$ cat src/rtl/ram_dual_port_resp.sv
// ram_dual_port_resp
//   Responder-side dual-port RAM (8 x 10 by default) for the memory tester.
//   Tracks which entries hold written data. Returns registered read data with
//   a valid strobe, and supports an optional destructive-read mode. Reports
//   read-of-empty errors and occupancy status.
//
// Ports
//   clk           in   single clock, rising edge
//   reset         in   synchronous, active-high reset
//   data_a        in   write data
//   addr_wa       in   write address
//   addr_ra       in   read address
//   we_a          in   write enable
//   re_a          in   read enable
//   state         in   4'd1 = destructive read, any other value = normal read
//   q_a           out  registered read data
//   valid_q       out  one-cycle pulse: q_a carries data from a written entry
//   err_rd_empty  out  one-cycle pulse: read targeted an invalid entry
//   occupancy     out  registered count of valid entries
//   full          out  occupancy == DEPTH
//   empty         out  occupancy == 0
module ram_dual_port_resp #(
  parameter int DATA_WIDTH = 10,
  parameter int ADDR_WIDTH = 3,
  parameter int DEPTH      = 1 << ADDR_WIDTH
) (
  input  logic                  clk,
  input  logic                  reset,
  input  logic [DATA_WIDTH-1:0] data_a,
  input  logic [ADDR_WIDTH-1:0] addr_wa,
  input  logic [ADDR_WIDTH-1:0] addr_ra,
  input  logic                  we_a,
  input  logic                  re_a,
  input  logic [3:0]            state,
  output logic [DATA_WIDTH-1:0] q_a,
  output logic                  valid_q,
  output logic                  err_rd_empty,
  output logic [ADDR_WIDTH:0]   occupancy,
  output logic                  full,
  output logic                  empty
);

  localparam logic [3:0] MODE_DESTRUCTIVE = 4'd1;

  logic [DATA_WIDTH-1:0] mem_q [DEPTH];
  logic [DATA_WIDTH-1:0] mem_d [DEPTH];
  logic [DEPTH-1:0]      valid_map_q, valid_map_d;
  logic [DATA_WIDTH-1:0] q_a_q, q_a_d;
  logic                  rd_valid_q, rd_valid_d;
  logic                  err_q, err_d;
  logic [ADDR_WIDTH:0]   occ_q, occ_d;

  // NOTE: every always_comb output gets a default on entry so no path leaves
  // it unassigned; otherwise synthesis infers a latch.
  always_comb begin
    mem_d       = mem_q;
    valid_map_d = valid_map_q;
    q_a_d       = q_a_q;      // q_a holds its value when no read is issued
    rd_valid_d  = 1'b0;
    err_d       = 1'b0;

    if (re_a) begin
      if (we_a && (addr_wa == addr_ra)) begin
        // Write-first bypass: the incoming data is returned and the read is
        // never an error, whatever the entry held before.
        q_a_d      = data_a;
        rd_valid_d = 1'b1;
      end else if (valid_map_q[addr_ra]) begin
        q_a_d      = mem_q[addr_ra];
        rd_valid_d = 1'b1;
        if (state == MODE_DESTRUCTIVE) begin
          valid_map_d[addr_ra] = 1'b0;
        end
      end else begin
        q_a_d = '0;
        err_d = 1'b1;
      end
    end

    // Applied after the read so a same-address write overrides a destructive
    // clear and leaves the entry valid with the new data.
    if (we_a) begin
      mem_d[addr_wa]       = data_a;
      valid_map_d[addr_wa] = 1'b1;
    end

    occ_d = '0;
    for (int i = 0; i < DEPTH; i++) begin
      occ_d = occ_d + (ADDR_WIDTH + 1)'(valid_map_d[i]);
    end
  end

  // NOTE: the storage array is cleared by reset here because the memory must
  // read back as zero after reset; a plain RAM array would normally stay
  // unreset so it can map onto block RAM.
  // NOTE: sequential state uses non-blocking assignments only, so every flop
  // samples the pre-edge values regardless of statement order.
  always_ff @(posedge clk) begin
    if (reset) begin
      for (int i = 0; i < DEPTH; i++) begin
        mem_q[i] <= '0;
      end
      valid_map_q <= '0;
      q_a_q       <= '0;
      rd_valid_q  <= 1'b0;
      err_q       <= 1'b0;
      occ_q       <= '0;
    end else begin
      for (int i = 0; i < DEPTH; i++) begin
        mem_q[i] <= mem_d[i];
      end
      valid_map_q <= valid_map_d;
      q_a_q       <= q_a_d;
      rd_valid_q  <= rd_valid_d;
      err_q       <= err_d;
      occ_q       <= occ_d;
    end
  end

  assign q_a          = q_a_q;
  assign valid_q      = rd_valid_q;
  assign err_rd_empty = err_q;
  assign occupancy    = occ_q;
  assign full         = (occ_q == (ADDR_WIDTH + 1)'(DEPTH));
  assign empty        = (occ_q == '0);

endmodule

$ cat config.mk
export PLATFORM = sky130hd
export DESIGN_NAME = ram_dual_port_resp
export DESIGN_NICKNAME = d
export VERILOG_FILES = /design/src/rtl/ram_dual_port_resp.sv
export SDC_FILE = /design/constraint.sdc
export NUM_CORES = 1
export LEC_CHECK = 0
export CAP_MARGIN = 20
export CORE_ASPECT_RATIO = 0.7
export CORE_MARGIN = 1
export CORE_UTILIZATION = 40
export CTS_CLUSTER_DIAMETER = 100
export CTS_CLUSTER_SIZE = 30
export DETAILED_ROUTE_END_ITERATION = 16
export GPL_TIMING_DRIVEN = 0
export HOLD_SLACK_MARGIN = 0.06
export PLACE_DENSITY = 0.59
export RECOVER_POWER = 100
export SLEW_MARGIN = 20
export SYNTH_ARGS = -nofsm -noshare
export SYNTH_HDL_FRONTEND = slang
export SYNTH_SLANG_ARGS = --single-unit
$ cat constraint.sdc
create_clock -name clk -period 5.2 [get_ports clk]
set_clock_uncertainty 0.1 [all_clocks]
set_input_delay 1.04 -clock clk [delete_from_list [all_inputs] [get_ports clk]]
set_output_delay 1.04 -clock clk [all_outputs]
set_load 0.02 [all_outputs]
==> run metrics <==
Final nets=619; initial DRC count=302; grt ovf=0; WP buf/inv=4; FF-to-FF Start=valid_map_q[4]; largest net degree at the start of global routing=17; max_slew headroom=46.5%; RSZ-0062 raised after global routing=no; critical-path cell list=dlygate4sd3_1, xnor2_1, and4_1, nor3_2, a31oi_1, fa_1, fa_1, inv_1, fa_1, inv_1, ha_1, inv_1, fa_1, xor2_1, nor2_1; DR vias=4104; Die W=132 um; Max Buffers Root-to-Sink=2; Worst-Margin Slew=803 ps; largest area contributor in the netlist=dfxtp_1; clk_lat worst skew=350 ps; Final Hold Vio Count=0; Max Slew Vio Count=0; Post-DP Area=5220 um2; r2r worst-path depth=15; H-Tree Level Count=3; Async SR Flop Fraction=0%; Worst R2R Setup Slack=910 ps; most common cell in the synthesized netlist=nand2_1; hold path depth=2; P_leak=0.00187 uW; I/O Pins=42; crit-path most repeated cell=fa_1; Synth area leaders=dfxtp_1 (44%), nand2_1 (13%), mux4_2 (9.5%), a21oi_1 (8.6%), clkbuf_1 (3.2%); first-pass detailed-route iteration total=5; number of synthesized flops with an enable pin=0; fillers=1103; Max Cap Viol=0; die height=93.3 um; Power Density=304 nW/um2; Antenna Nets Post-Route=0; Slowest cell on crit path=dlygate4sd3_1; initial antenna violation count=0; Syn. warnings=0; ys flop type=dfxtp_1; number of port buffers=26; CTS tree=done; CTS Buf Count=9; core footprint=11300 um2; n_diodes=0; final wirelength=13800 um; ratio of cells with drive above 1 in the final layout=9.61%; nature of the critical path startpoint=primary input; worst-path maximum fanout=6; post-synthesis register bit count=104; root buffer cell=clkbuf_16; placed cells=730; Non-Filler Instances=746; vias in the first global route=4159; CP endpoint kind=register; global-route wire length before repair=22300 um; drt via density=5.50; min cycle time layout=4890 ps; hold-critical path endpoint=mem_q[37]; gr usage total=24.2%; Hold Path Origin=mem_q[37]; post-synthesis sequential area ratio=43.7%; fin area=5490 um2; Top delay family on crit path=adder cells; Cells after Synth=551; Sink Count=104; die area=12400 um2; DRC=0; period utilization=94.1%; post-synth net total=582; Multi-input gate area=2450 um2; status=finished, final reports clean; routability cong.=0.888; Setup TNS=0 ps; DPL Wire Length=10000 um; Finish-stage setup viols=0; Final Util=48.6%; floorplan row count=32; hold buffer count at CTS=0; worst IR drop on VDD=186 uV; DR WL/cell=18.5 um; CTS clk-pin slew, worst paths=70 ps; Worst Path Class, Setup=in2reg; register area=2080 um2; worst r2r dst=occupancy[2]; starting density of the core=42.2%; Synth Cell Area=4760 um2; fmax=204 MHz; Hold WS=354 ps; Synth top area share=43.7%; PostCTS Resize Cnt=0; hold crit path type=reg2reg; CP max stage delay=610 ps; buffer count from post-CTS setup fixing=0; top post-synthesis cells by count=nand2_1 (164), dfxtp_1 (104), a21oi_1 (82); CP arrival=5020 ps; Syn Area/Cell=8.65 um2; Area Growth Syn to Fin=15.3%; Required @ worst endpoint=5320 ps; Cell variety after synth=40
power breakdown:
part | internal, uW | switching (uW) | leakage, uW | total [uW]
Sequential | 817 | 11.1 | 0.000842 | 828
Combinational | 71.3 | 126 | 0.000902 | 197
Clock | 340 | 306 | 0.000129 | 645
Total | 1230 | 442 | 0.00187 | 1670
layout make-up:
class / count / area share (%)
Buffer: 51 / 3.80
Clock buffer: 12 / 4.49
Clock inverter: 4 / 0.524
Inverter: 5 / 0.342
Multi-Input combinational cell: 391 / 44.7
Sequential cell: 104 / 37.9
Tap cell: 153 / 3.49
Timing Repair Buffer: 26 / 4.74
cells in the final DEF (no fill, tap or decap), types with 2 or more instances in the layout:
master	instances
clkbuf_1	41
inv_1	5
and3_1	2
xnor2_1	3
ha_1	3
nand2_1	164
o22ai_2	10
buf_1	3
mux2i_1	13
nor2b_1	15
nor3b_1	3
fa_1	4
dlygate4sd3_1	20
and4_1	2
a211oi_1	2
a21oi_1	82
dfxtp_1	104
a31oi_1	15
nand3_1	3
buf_2	6
nor2_1	20
nand2b_1	4
a311oi_1	6
and2_1	2
mux4_2	20
clkbuf_2	2
clkdlybuf4s50_1	6
clkinvlp_4	2
nor3_1	3
clkbuf_16	9
metrics by stage:
step / worst slack [ps] / power, uW
after global placement: -112 / 1040
after floorplan: 547 / 974
after global routing: 71.0 / 1730
after CTS: 228 / 1680
final: 306 / 1670
after detailed placement: -110 / 1040
registers in the layout, indices dropped and copies added, names as in the netlist:
| register | cells |
|---|---|
| valid_map_q | 8 |
| mem_q | 80 |
| err_rd_empty | 1 |
| valid_q | 1 |
| q_a | 10 |
| occupancy | 4 |
cell families (layout without fill, tap and decap cells):
logic type,count (synthesis),after routing,synth area share (%)
buf+inv,56,98,4.88
fa+ha+maj,7,7,2.47
xor+xnor,4,4,0.735
simple gates,226,226,20.2
mux,34,34,12.4
flops,104,104,43.7
compound gates,120,120,15.5
layer usage:
metal | vias to the layer above | wire length, um | GRT usage (%)
met5 | - | 0 | 0
met1 | 1985 | 6640 | 33.7
met2 | 136 | 6040 | 37.6
met3 | 17 | 879 | 5.42
li1 | 1966 | - | -
met4 | 0 | 203 | 6.70
how the worst max path moves through the flow:
| stage | cells after the start | startpoint | to | slack, ps |
|---|---|---|---|---|
| floorplan | 15 | addr_ra[2] | occupancy[2] | 550 |
| global placement | 15 | addr_wa[0] | occupancy[2] | -110 |
| detailed placement | 15 | addr_wa[0] | occupancy[2] | -110 |
| CTS | 15 | addr_wa[0] | occupancy[2] | 230 |
| global route | 16 | addr_wa[0] | occupancy[2] | 70 |
| finish | 15 | addr_wa[0] | occupancy[2] | 310 |
worst reg2reg max path: cells and delay by family (launching register included):
kind | cells | cell delay (ps)
muxes | 1 | 80
DFF | 1 | 350
buffers and inverters | 4 | 590
xor gates and xnor gates | 1 | 140
and+or+nand+nor | 2 | 270
AOI/OAI and AO/OA | 2 | 580
adders and majority gates | 5 | 2040
Power figures use the tool's default switching activity.
